<file path="src/rtl/flash_word_reader.sv">
// Word reader for the 8-bit parallel NOR flash: two timed byte reads per toggle request.
// Build option FLASH_BYTE_SWAP_EN puts the even-address byte in ofl_data[7:0] instead of [15:8].
module flash_word_reader #(
  parameter int ACCESS_CYCLES = 6,
  parameter int RST_CYCLES    = 32
) (
  input  logic        iclk,
  input  logic        ireset,
  input  logic [22:0] ifl_addr,
  input  logic        ifl_req,
  output logic        ofl_ack,
  output logic [15:0] ofl_data,
  output logic [22:0] oflash_addr,
  input  logic [7:0]  iflash_dq,
  output logic        oflash_ce_n,
  output logic        oflash_oe_n,
  output logic        oflash_we_n,
  output logic        oflash_rst_n,
  output logic        oflash_wp_n
);

  typedef enum logic [1:0] {
    ST_RST_HOLD = 2'd0,
    ST_IDLE     = 2'd1,
    ST_READ_HI  = 2'd2,
    ST_READ_LO  = 2'd3
  } state_t;

  localparam logic [7:0] RST_LOAD = 8'(RST_CYCLES - 1);
  localparam logic [7:0] ACC_LOAD = 8'(ACCESS_CYCLES - 1);

  state_t      r_state;
  logic [7:0]  r_cnt;
  logic [7:0]  r_hi;
  logic        r_ack;
  logic [15:0] r_data;
  logic [22:0] r_addr;
  logic        r_ce_n;
  logic        r_oe_n;
  logic        r_rst_n;

  state_t      w_state_next;
  logic [7:0]  w_cnt_next;
  logic [7:0]  w_hi_next;
  logic        w_ack_next;
  logic [15:0] w_data_next;
  logic [22:0] w_addr_next;
  logic        w_ce_n_next;
  logic        w_oe_n_next;
  logic        w_rst_n_next;
  logic [15:0] w_word;

`ifdef FLASH_BYTE_SWAP_EN
  assign w_word = {iflash_dq, r_hi};
`else
  assign w_word = {r_hi, iflash_dq};
`endif

  always_ff @(posedge iclk) begin
    if (ireset) begin
      r_state <= ST_RST_HOLD;
      r_cnt   <= RST_LOAD;
      r_hi    <= 8'h00;
      r_ack   <= 1'b0;
      r_data  <= 16'h0000;
      r_addr  <= 23'h000000;
      r_ce_n  <= 1'b1;
      r_oe_n  <= 1'b1;
      r_rst_n <= 1'b0;
    end else begin
      r_state <= w_state_next;
      r_cnt   <= w_cnt_next;
      r_hi    <= w_hi_next;
      r_ack   <= w_ack_next;
      r_data  <= w_data_next;
      r_addr  <= w_addr_next;
      r_ce_n  <= w_ce_n_next;
      r_oe_n  <= w_oe_n_next;
      r_rst_n <= w_rst_n_next;
    end
  end

  always_comb begin
    w_state_next = r_state;
    w_cnt_next   = r_cnt;
    w_hi_next    = r_hi;
    w_ack_next   = r_ack;
    w_data_next  = r_data;
    w_addr_next  = r_addr;
    w_ce_n_next  = r_ce_n;
    w_oe_n_next  = r_oe_n;
    w_rst_n_next = r_rst_n;

    case (r_state)
      ST_RST_HOLD: begin
        w_rst_n_next = 1'b0;
        w_ce_n_next  = 1'b1;
        w_oe_n_next  = 1'b1;
        if (r_cnt == 8'd0) begin
          w_rst_n_next = 1'b1;
          w_state_next = ST_IDLE;
        end else begin
          w_cnt_next = r_cnt - 8'd1;
        end
      end
      ST_IDLE: begin
        w_ce_n_next = 1'b1;
        w_oe_n_next = 1'b1;
        if (ifl_req != r_ack) begin
          // Bit 0 is forced low; the word always starts at the even byte.
          w_addr_next  = {ifl_addr[22:1], 1'b0};
          w_ce_n_next  = 1'b0;
          w_oe_n_next  = 1'b0;
          w_cnt_next   = ACC_LOAD;
          w_state_next = ST_READ_HI;
        end
      end
      ST_READ_HI: begin
        if (r_cnt == 8'd0) begin
          w_hi_next    = iflash_dq;
          w_addr_next  = {r_addr[22:1], 1'b1};
          w_cnt_next   = ACC_LOAD;
          w_state_next = ST_READ_LO;
        end else begin
          w_cnt_next = r_cnt - 8'd1;
        end
      end
      ST_READ_LO: begin
        if (r_cnt == 8'd0) begin
          w_data_next  = w_word;
          w_ack_next   = ~r_ack;
          w_ce_n_next  = 1'b1;
          w_oe_n_next  = 1'b1;
          w_state_next = ST_IDLE;
        end else begin
          w_cnt_next = r_cnt - 8'd1;
        end
      end
      default: begin
        w_state_next = ST_RST_HOLD;
        w_cnt_next   = RST_LOAD;
        w_rst_n_next = 1'b0;
      end
    endcase
  end

  assign ofl_ack      = r_ack;
  assign ofl_data     = r_data;
  assign oflash_addr  = r_addr;
  assign oflash_ce_n  = r_ce_n;
  assign oflash_oe_n  = r_oe_n;
  assign oflash_rst_n = r_rst_n;
  assign oflash_we_n  = 1'b1;
  assign oflash_wp_n  = 1'b0;

endmodule

</file>
<file path="config.mk">
export PLATFORM = sky130hd
export DESIGN_NAME = flash_word_reader
export DESIGN_NICKNAME = d
export VERILOG_FILES = /design/src/rtl/flash_word_reader.sv
export SDC_FILE = /design/constraint.sdc
export NUM_CORES = 1
export LEC_CHECK = 0
export CAP_MARGIN = 20
export CORE_MARGIN = 2
export CORE_UTILIZATION = 40
export CTS_BUF_LIST = sky130_fd_sc_hd__clkbuf_16
export DETAILED_ROUTE_END_ITERATION = 16
export PLACE_DENSITY_LB_ADDON = 0.15
export SLEW_MARGIN = 20
export SYNTH_ARGS = -nofsm -noshare
export SYNTH_HDL_FRONTEND = slang
export SYNTH_SLANG_ARGS = --single-unit
export TNS_END_PERCENT = 1
</file>
<file path="constraint.sdc">
create_clock -name iclk -period 4.18 [get_ports iclk]
set_input_delay 1.254 -clock iclk [delete_from_list [all_inputs] [get_ports iclk]]
set_output_delay 1.254 -clock iclk [all_outputs]
set_load 0.03 [all_outputs]
</file>
==> reports/metrics.csv, run 1 <==
stage;metric;value;unit
grt;antenna_found_initial;0;
timing;clock.fmax;371;MHz
clock_network;cts_setup_buffers;0;
final_layout;nets;413;
critical_path;r2r_start;r_cnt[0]$_SDFFE_PP1P_;
placed_design;port_buffers;75;
clock_network;clkSinkCount;60;
critical_path;cp_num_buf_inv;1;
critical_path;r2r_end;ofl_data[4]$_SDFFE_PP0P_;
final_layout;diodes;0;
synth;yosys_most_used_dff;dfxtp_1;
placed_design;post_dp_cell_area;3270;µm²
clock_network;clk_latency;0.32;ns
clock_network;cts_buffers;9;
clock_network;cts.clk_slew.worst_paths;0.05;ns
timing;finalMaxSlewViolations;0;
critical_path;critPathLaunch;ofl_ack$_SDFFE_PP0P_;
final_layout;area_delta_synth_final;38.9;%
clock_network;cts_tree;done;
timing;tightest_slew;0.981;ns
grt;grt_pass1_vias;2165;
synth;synthCells;309;
pwr;powerDensity;541;nW/µm²
clock_network;clk_path_buf_depth;2;
placed_design;dp_hpwl;4090;µm
hold_path;min_path_type;reg2reg;
timing;tns;0;ns
timing;hold_violations;0;
grt;grt_max_degree;36;
pwr;p_leak;1.22;nW
timing;rsz0062_at_grt;false;
critical_path;worstSetupPathType;reg2out;
synth;async_flop_share;0;
timing;skew;0.00563;ns
clock_network;ctsHoldBuffers;0;
critical_path;required;2.93;ns
synth;avgSynthCellArea;8.23;µm²
routing;drt_iter0_markers;174;
final_layout;fillerInstances;567;
timing;finalSetupViolCount;0;
synth;syn-num-nets;350;
critical_path;reg2reg_slack;1.87;ns
synth;ys_seq_elements;60;
synth;synth_top_cell_by_area;dfxtp_1;
grt;grt_overflow;0;
placed_design;routabilityCongestion;0.858;
routing;drc;0;
critical_path;worst-r2r-cell-count;6;
critical_path;crit_path_end;ofl_ack;
timing;slew_headroom;0.346;
status;status;finished, final reports clean;
routing;ant_nets;0;
final_layout;drive_above_1_share;0.0559;
critical_path;max_stage_delay;0.72;ns
routing;drt_first_pass_iters;4;
routing;wirelength;6110;µm
clock_network;htreeDepth;3;
routing;vias_per_cell;5.06;
synth;synth-edff-count;0;
die;io-pin-count;79;
synth;synthDistinctLibCells;42;
synth;synth_top_area_share;0.472;
final_layout;seqCellArea;1200;µm²
critical_path;crit_cells;1;
grt;grt_first_pass_wirelength;10500;µm
clock_network;cts_resized;0;
critical_path;cp_cell_sequence;clkdlybuf4s50_1;
hold_path;hold_start;oflash_addr[3]$_SDFFE_PP0P_;
timing;fin_crit;2.70;ns
job;drv_cap;0;
pwr;peakVddDrop;0.000337;V
die;dieArea;7010;µm²
critical_path;cp_data_arrival_time;1.44;ns
die;core_area;6240;µm²
final_layout;fin_area;3530;µm²
final_layout;multi_input_area;1180;µm²
grt;grt.total_usage;0.186;
synth;synth_area_leaders;dfxtp_1 47%, a21oi_1 11%, nand3_1 9.2%, nand2_1 7.8%, ha_1 3.4%;
final_layout;final_common_cell;clkdlybuf4s50_1;
critical_path;slowest_stage;clkdlybuf4s50_1;
die;rows;29;
critical_path;endpoint_kind;primary output;
routing;wl_per_cell;13.5;µm
critical_path;cp_max_fo;4;
synth;ys_seq_area_frac;0.472;
critical_path;cpLargestDelayFamily;buffers and inverters;
die;die_y;83.7;µm
timing;post-route-period-util;0.645;
final_layout;mostFrequentLayoutCells;74 x clkdlybuf4s50_1, 60 x dfxtp_1, 55 x a21oi_1;
clock_network;cts-root-buf;clkbuf_16;
synth;syn_area;2540;µm²
synth;ys_warn_count;0;
die;die_w;83.7;µm
die;initial_core_util;0.408;
routing;vias;2292;
critical_path;crit_path_start_kind;flop;
==> cells by family (layout without fill, tap and decap cells) <==
family | after synthesis | after routing | synth area share
XOR/XNOR | 4 | 4 | 0.0138
AO/OA/AOI/OAI | 79 | 79 | 0.180
other | 2 | 2 | 0.00295
AND/OR/NAND/NOR | 123 | 123 | 0.231
buffers and inverters | 33 | 100 | 0.0620
flip-flops | 60 | 60 | 0.472
adder cells (fa/ha/maj) | 7 | 7 | 0.0344
multiplexers | 1 | 1 | 0.00394
==> cell type report <==
cell class                      count  area share
Clock buffer                        9      0.0638
Clock inverter                      6     0.00956
Inverter                            8     0.00850
Multi-Input combinational cell    216       0.335
Sequential cell                    60       0.340
Tap cell                           77      0.0273
Timing Repair Buffer               77       0.215
==> stage by stage <==
step                      setup slack [ns]  cells  total power, W  hold slack (ns)  utilization
after floorplan                       1.97    309         0.00112            0.437            -
after global placement                1.22    438         0.00128            0.437        0.524
after detailed placement              1.21    438         0.00128            0.443        0.524
after CTS                             1.45    453         0.00193            0.449        0.566
after global routing                  1.35    453         0.00203            0.463        0.566
final                                 1.48    453         0.00191            0.448        0.566
==> state kept, by name, indices dropped and copies added, names as in the netlist <==
name,cells
oflash_oe_n,1
ofl_ack,1
oflash_addr,23
r_hi,8
ofl_data,16
r_cnt,8
r_state,2
oflash_rst_n,1
==> how the worst min path moves through the flow <==
stage                                   endpoint  slack [ns]  depth (start not counted)
global route         oflash_addr[3]$_SDFFE_PP0P_        0.46                          2
global placement     oflash_addr[3]$_SDFFE_PP0P_        0.44                          2
floorplan                   r_hi[0]$_SDFFE_PP0P_        0.44                          2
finish               oflash_addr[3]$_SDFFE_PP0P_        0.45                          2
detailed placement   oflash_addr[3]$_SDFFE_PP0P_        0.44                          2
CTS                 oflash_addr[16]$_SDFFE_PP0P_        0.45                          2
==> layer usage <==
| layer | GRT usage | part of all wire | wire length [µm] | vias up |
|---|---|---|---|---|
| met3 | 0.0712 | 0.068 | 418 | 7 |
| met2 | 0.260 | 0.43 | 2650 | 55 |
| li1 | - | - | - | 1191 |
| met4 | 0.0836 | 0.014 | 88 | 0 |
| met1 | 0.254 | 0.48 | 2960 | 1039 |
| met5 | 0 | 0 | 0 | - |
==> cell usage after synthesis (3+ instances only) <==
master	count
nor3_1	5
inv_1	8
o21ai_0	5
nand3_1	47
nand2_1	53
buf_2	3
clkbuf_1	16
a21oi_1	55
buf_4	4
nor2_1	5
a31oi_1	3
ha_1	7
dfxtp_1	60
==> power breakdown <==
part	leakage [nW]	internal (W)	switching [W]	total, W
combinational	0.603	0.000231	0.000358	0.000589
clock	0.130	0.000391	0.000244	0.000635
sequential	0.486	0.000631	0.0000541	0.000686
total	1.22	0.00125	0.000657	0.00191
No activity file was read; power rests on OpenSTA's default activity.
==> inputs of run 2 (changes only) <==
Clock period 4.18 ns to 2.5 ns, I/O delays scaled along.
==> run 2 against run 1 <==
  * First-iteration DRC count shrank 20%
  * Global-route usage up 0.090 points
  * Largest cell class unchanged
  * Power increased by 75%
  * Sequential power up 68%
  * Combinational power grew 71%
  * Core utilization grew 1.4 points
==> reports/metrics.csv, run 2 (synthesis results as in run 1) <==
stage;metric;value;unit;change
timing;tns;0;ns;unchanged
critical_path;crit_cells;1;;unchanged
clock_network;cts.clk_slew.worst_paths;0.05;ns;about the same
status;status;finished, final reports clean;;
hold_path;holdPathStages;2;;unchanged
timing;fin_crit;2.23;ns;
pwr;p_clk_frac;0.357;;+0.024
final_layout;largest_reg_flops;23;;unchanged
placed_design;routabilityCongestion;0.818;;-4.6%
critical_path;cpLargestDelayFamily;buffers and inverters;;
pwr;power.share.combinational;0.301;;-0.008
timing;rsz0062_at_grt;false;;
grt;grt.total_usage;0.187;;+0.000895
pwr;p_sw_frac;0.336;;-0.00736
placed_design;post-place-cells;443;;+1.1%
clock_network;cts_tree;done;;
final_layout;final_common_cell;clkdlybuf4s50_1;;
routing;highest_layer;met4;;
clock_network;clk_latency;0.32;ns;about the same
clock_network;cts-root-buf;clkbuf_16;;
placed_design;port_buffers;75;;unchanged
timing;slew_headroom;0.522;;+0.176
die;dieArea;7010;µm²;unchanged
die;core_area;6240;µm²;unchanged
die;initial_core_util;0.408;;unchanged
critical_path;cp_data_arrival_time;1.48;ns;+0.04 ns
die;rows;29;;unchanged
final_layout;multi_input_area;1180;µm²;unchanged
critical_path;cp_cell_sequence;clkdlybuf4s50_1;;
critical_path;required;1.75;ns;-1.18 ns
timing;skew;0.00931;ns;+0.00368 ns
timing;clock.fmax;449;MHz;
final_layout;fin_area;3620;µm²;+2.4%
final_layout;diodes;0;;unchanged
final_layout;nets;418;;+1.2%
routing;drt_iter0_markers;140;;-20%
pwr;total_power;0.00335;W;+75%
grt;antenna_found_initial;0;;unchanged
critical_path;worst-r2r-cell-count;6;;unchanged
critical_path;cp_max_fo;4;;unchanged
final_layout;mostFrequentLayoutCells;74 x clkdlybuf4s50_1, 60 x dfxtp_1, 55 x a21oi_1;;
die;die_w;83.7;µm;unchanged
clock_network;ctsHoldBuffers;0;;unchanged
critical_path;worstSetupPathType;reg2out;;
routing;wl_met1;2920;µm;-1.3%
hold_path;min_path_type;reg2reg;;
critical_path;reg2reg_slack;0.58;ns;-1.29 ns
clock_network;cts_resized;0;;unchanged
routing;drt_first_pass_iters;4;;unchanged
critical_path;r2r_end;r_cnt[5]$_SDFFE_PP0P_;;
routing;ant_nets;0;;unchanged
timing;finalSetupViolCount;0;;unchanged
critical_path;crit_path_start_kind;flop;;
job;drv_cap;0;;unchanged
critical_path;critPathLaunch;ofl_ack$_SDFFE_PP0P_;;
clock_network;clkSinkCount;60;;unchanged
routing;drc;0;;unchanged
critical_path;crit_path_end;ofl_ack;;
clock_network;cts_setup_buffers;0;;unchanged
pwr;powerDensity;927;nW/µm²;+71%
clock_network;cts_buffers;9;;unchanged
critical_path;slowest_stage;clkdlybuf4s50_1;;
grt;grt_overflow;0;;unchanged
timing;holdWs;0.448;ns;+0.0000890 ns
timing;post-route-period-util;0.891;;
timing;finalMaxSlewViolations;0;;unchanged
routing;wl_met2;2790;µm;+5.3%
routing;wl_per_cell;13.6;µm;+0.86%
final_layout;area_delta_synth_final;42.2;%;
placed_design;dp_hpwl;4090;µm;+0.15%
routing;vias;2394;;+4.5%
grt;grt_pass1_vias;2150;;-0.69%
critical_path;r2r_start;r_state[0]$_SDFFE_PP0P_;;
placed_design;post_dp_cell_area;3320;µm²;+1.5%
grt;grt_first_pass_wirelength;10500;µm;+0.27%
critical_path;endpoint_kind;primary output;;
die;die_y;83.7;µm;unchanged
pwr;p_leak;1.26;nW;+3.6%
pwr;peakVddDrop;0.000540;V;+60%
pwr;intPower;0.00222;W;+77%
clock_network;htreeDepth;3;;unchanged
critical_path;max_stage_delay;0.73;ns;about the same
final_layout;fillerInstances;598;;+5.5%
critical_path;cp_num_buf_inv;1;;unchanged
routing;vias_per_cell;5.22;;+3.1%
final_layout;stdcell_count;459;;+1.3%
timing;hold_violations;0;;unchanged
clock_network;clk_path_buf_depth;2;;unchanged
routing;wl_met3;470;µm;+12%
pwr;power_frac_seq;0.342;;-0.017
pwr;power.switching;0.00113;W;+72%
die;io-pin-count;79;;unchanged
grt;grt_max_degree;36;;unchanged
final_layout;seqCellArea;1200;µm²;unchanged
routing;wirelength;6240;µm;+2.2%
timing;tightest_slew;0.717;ns;-0.264 ns
final_layout;drive_above_1_share;0.0733;;+0.0174
## run 2: changes by cell type in the layout (fill, tap and decap cells not counted), sizes merged
cell,delta
bufinv,+1
buf,+5
## run 2: worst reg2reg max path: stages, from the launching register on
cell	delay, ns
dfxtp_1	0.35
inv_1	0.10
ha_1	0.46
nor2b_1	0.21
nor3_1	0.40
o211ai_1	0.14
a21bo_2	0.21
## run 2: metrics by stage
stage | setup WS [ns] | util
detailed placement | 0.159 | 0.532
CTS | 0.247 | 0.580
floorplan | 0.793 | -
global route | 0.201 | 0.580
global placement | 0.157 | 0.532
finish | 0.272 | 0.580
## run 2: worst min path at each step
stage | from | to
2_1_floorplan | r_hi[0]$_SDFFE_PP0P_ | r_hi[0]$_SDFFE_PP0P_
3_3_place_gp | oflash_addr[12]$_SDFFE_PP0P_ | oflash_addr[12]$_SDFFE_PP0P_
3_5_place_dp | oflash_addr[14]$_SDFFE_PP0P_ | oflash_addr[14]$_SDFFE_PP0P_
4_1_cts | oflash_addr[1]$_SDFFE_PP0P_ | oflash_addr[1]$_SDFFE_PP0P_
5_1_grt | oflash_addr[16]$_SDFFE_PP0P_ | oflash_addr[16]$_SDFFE_PP0P_
6_report | oflash_addr[1]$_SDFFE_PP0P_ | oflash_addr[1]$_SDFFE_PP0P_
## run 2: per-layer routing
metal  up-vias  GRT usage
li1       1202          -
met4         0     0.0748
met1      1119      0.250
met3         4     0.0772
met5         -          0
met2        69      0.268
## run 2: final cells by class
class                   count  area share
repair buffers             82       0.224
well taps                  77      0.0266
clock buffers               9      0.0623
inverters                   8     0.00830
flip-flops and latches     60       0.332
clock inverters             7      0.0190
multi-input cells         216       0.328
## run 2: power groups by stage
stage / registers, W / logic, W / clock network (W)
4_1_cts: 0.00114 / 0.00101 / 0.00122
5_1_grt: 0.00116 / 0.00112 / 0.00128
3_3_place_gp: 0.00116 / 0.00100 / 0
2_1_floorplan: 0.00122 / 0.000648 / 0
3_5_place_dp: 0.00116 / 0.00101 / 0
6_report: 0.00115 / 0.00101 / 0.00120
==> inputs of run 3 (changes only) <==
Settings changed: CORE_UTILIZATION 40 to 46, PLACE_DENSITY from default to 0.85, PLACE_DENSITY_LB_ADDON 0.15 to default.
==> run 3 against run 2 <==
  * Global-route usage up 3.3 points
  * Clock skew shrank 0.0038 ns
  * Flip-flop and latch count stayed put
  * Via count is 1.2% higher
  * Die area is 12% lower
  * Count of clock-buffer cells in the layout unchanged
  * Largest power group unchanged
  * Largest cell class unchanged
  * Sequential power hardly changed
==> reports/metrics.csv, run 3 (synthesis results as in run 1) <==
stage;metric;value;unit;change
routing;wl_per_cell;14.0;µm;+3.2%
clock_network;cts_setup_buffers;0;;unchanged
final_layout;fin_area;3650;µm²;+0.86%
grt;grt_overflow;0;;unchanged
final_layout;diodes;0;;unchanged
final_layout;final_common_cell;clkdlybuf4s50_1;;
job;drv_cap;0;;unchanged
placed_design;dp_hpwl;4330;µm;+5.7%
critical_path;r2r_start;r_cnt[0]$_SDFFE_PP1P_;;
pwr;p_leak;1.28;nW;+1.2%
timing;post-route-period-util;0.890;;-0.00118
critical_path;reg2reg_slack;0.57;ns;about the same
die;dieArea;6140;µm²;-12%
hold_path;min_to;oflash_addr[8]$_SDFFE_PP0P_;;
routing;ant_nets;0;;unchanged
hold_path;min_path_type;reg2reg;;
critical_path;cp_cell_sequence;clkdlybuf4s50_1;;
routing;drt_iter0_markers;174;;+24%
final_layout;mostFrequentLayoutCells;74 x clkdlybuf4s50_1, 60 x dfxtp_1, 55 x a21oi_1;;
routing;vias;2423;;+1.2%
final_layout;nets;419;;+0.24%
critical_path;critPathLaunch;ofl_ack$_SDFFE_PP0P_;;
clock_network;cts_buffers;9;;unchanged
pwr;peakVddDrop;0.000651;V;+20%
clock_network;cts_tree;done;;
die;core_area;5440;µm²;-13%
clock_network;cts.clk_slew.worst_paths;0.06;ns;about the same
critical_path;worst-r2r-cell-count;7;;+1
final_layout;drive_above_1_share;0.0783;;+0.00503
grt;grt.total_usage;0.220;;+0.0329
critical_path;crit_path_start_kind;flop;;
critical_path;cpLargestDelayFamily;buffers and inverters;;
timing;tns;0;ns;unchanged
timing;rsz0062_at_grt;false;;
critical_path;cp_num_buf_inv;1;;unchanged
clock_network;cts_resized;0;;unchanged
critical_path;worstSetupPathType;reg2out;;
timing;clock.fmax;449;MHz;+0.13%
final_layout;largest_reg_flops;23;;unchanged
timing;holdWs;0.447;ns;-0.000731 ns
clock_network;htreeDepth;3;;unchanged
routing;drc;0;;unchanged
timing;slew_headroom;0.552;;+0.0304
clock_network;clk_path_buf_depth;2;;unchanged
hold_path;hold_start;oflash_addr[8]$_SDFFE_PP0P_;;
clock_network;clkSinkCount;60;;unchanged
clock_network;clk_latency;0.33;ns;about the same
die;initial_core_util;0.468;;+0.0601
grt;grt_pass1_vias;2262;;+5.2%
timing;finalSetupViolCount;0;;unchanged
timing;tightest_slew;0.671;ns;-0.0456 ns
critical_path;required;1.75;ns;about the same
clock_network;ctsHoldBuffers;0;;unchanged
critical_path;cp_data_arrival_time;1.48;ns;about the same
critical_path;max_stage_delay;0.73;ns;about the same
clock_network;cts-root-buf;clkbuf_16;;
timing;finalMaxSlewViolations;0;;unchanged
final_layout;fillerInstances;441;;-26%
hold_path;holdPathStages;2;;unchanged
timing;skew;0.00549;ns;-0.00381 ns
critical_path;slowest_stage;clkdlybuf4s50_1;;
timing;hold_violations;0;;unchanged
placed_design;port_buffers;75;;unchanged
timing;fin_crit;2.23;ns;-0.00294 ns
status;status;finished, final reports clean;;
routing;drt_first_pass_iters;4;;unchanged
pwr;powerDensity;961;nW/µm²;+3.7%
die;die_y;78.4;µm;-6.4%
grt;grt_first_pass_wirelength;10500;µm;about the same
die;io-pin-count;79;;unchanged
placed_design;post_dp_cell_area;3320;µm²;about the same
critical_path;r2r_end;ofl_ack$_SDFFE_PP0P_;;
die;die_w;78.4;µm;-6.4%
placed_design;place_ws;0.142;ns;-0.0174 ns
timing;final.setup.worst_slack;0.275;ns;+0.00294 ns
grt;grt_max_degree;29;;-19%
routing;vias_per_cell;5.33;;+2.1%
critical_path;endpoint_kind;primary output;;
critical_path;cp_max_fo;4;;unchanged
final_layout;area_delta_synth_final;43.4;%;
die;rows;27;;-6.9%
placed_design;routabilityCongestion;0.862;;+5.4%
routing;wirelength;6390;µm;+2.3%
grt;antenna_found_initial;0;;unchanged
## run 3: cell count changes in the layout (fill, tap and decap cells not counted)
| cell | change |
|---|---|
| buf_4 | +1 |
| inv_1 | -1 |
| bufinv_16 | +1 |
| clkinv_2 | -1 |
| clkinv_4 | -1 |
| inv_6 | +2 |
## run 3: worst max-delay path by stage
stage,to,slack [ns],cells after the start
floorplan,r_cnt[5]$_SDFFE_PP0P_,0.79,4
global route,ofl_ack,0.24,1
detailed placement,r_cnt[5]$_SDFFE_PP0P_,0.14,5
finish,ofl_ack,0.27,1
CTS,ofl_ack,0.26,1
global placement,r_cnt[5]$_SDFFE_PP0P_,0.15,5
## run 3: final cells by class
type / count / area (µm²) / share of cell area
Clock buffer: 9 / 225 / 0.0617
Tap cell: 72 / 90.1 / 0.0247
Timing Repair Buffer: 83 / 818 / 0.224
Inverter: 8 / 30.0 / 0.00823
Multi-Input combinational cell: 216 / 1180 / 0.325
Sequential cell: 60 / 1200 / 0.329
Clock inverter: 7 / 98.8 / 0.0271
## run 3: metal layers
metal	track usage	wire, µm
met1	0.254	2640
met2	0.353	3130
met3	0.0874	450
met4	0.112	163
met5	0	0
## run 3: through the flow
stage                util  power (W)  cells
global route        0.671    0.00366    455
detailed placement  0.611    0.00217    439
floorplan               -    0.00187    309
global placement    0.611    0.00214    439
finish              0.671    0.00351    455
CTS                 0.671    0.00352    455
## run 3: report_power, final
| group | leakage, nW | internal (W) | switching [W] |
|---|---|---|---|
| Combinational | 0.635 | 0.000407 | 0.000612 |
| Clock | 0.156 | 0.000878 | 0.000462 |
| Sequential | 0.486 | 0.00105 | 0.0000934 |
| Total | 1.28 | 0.00234 | 0.00117 |
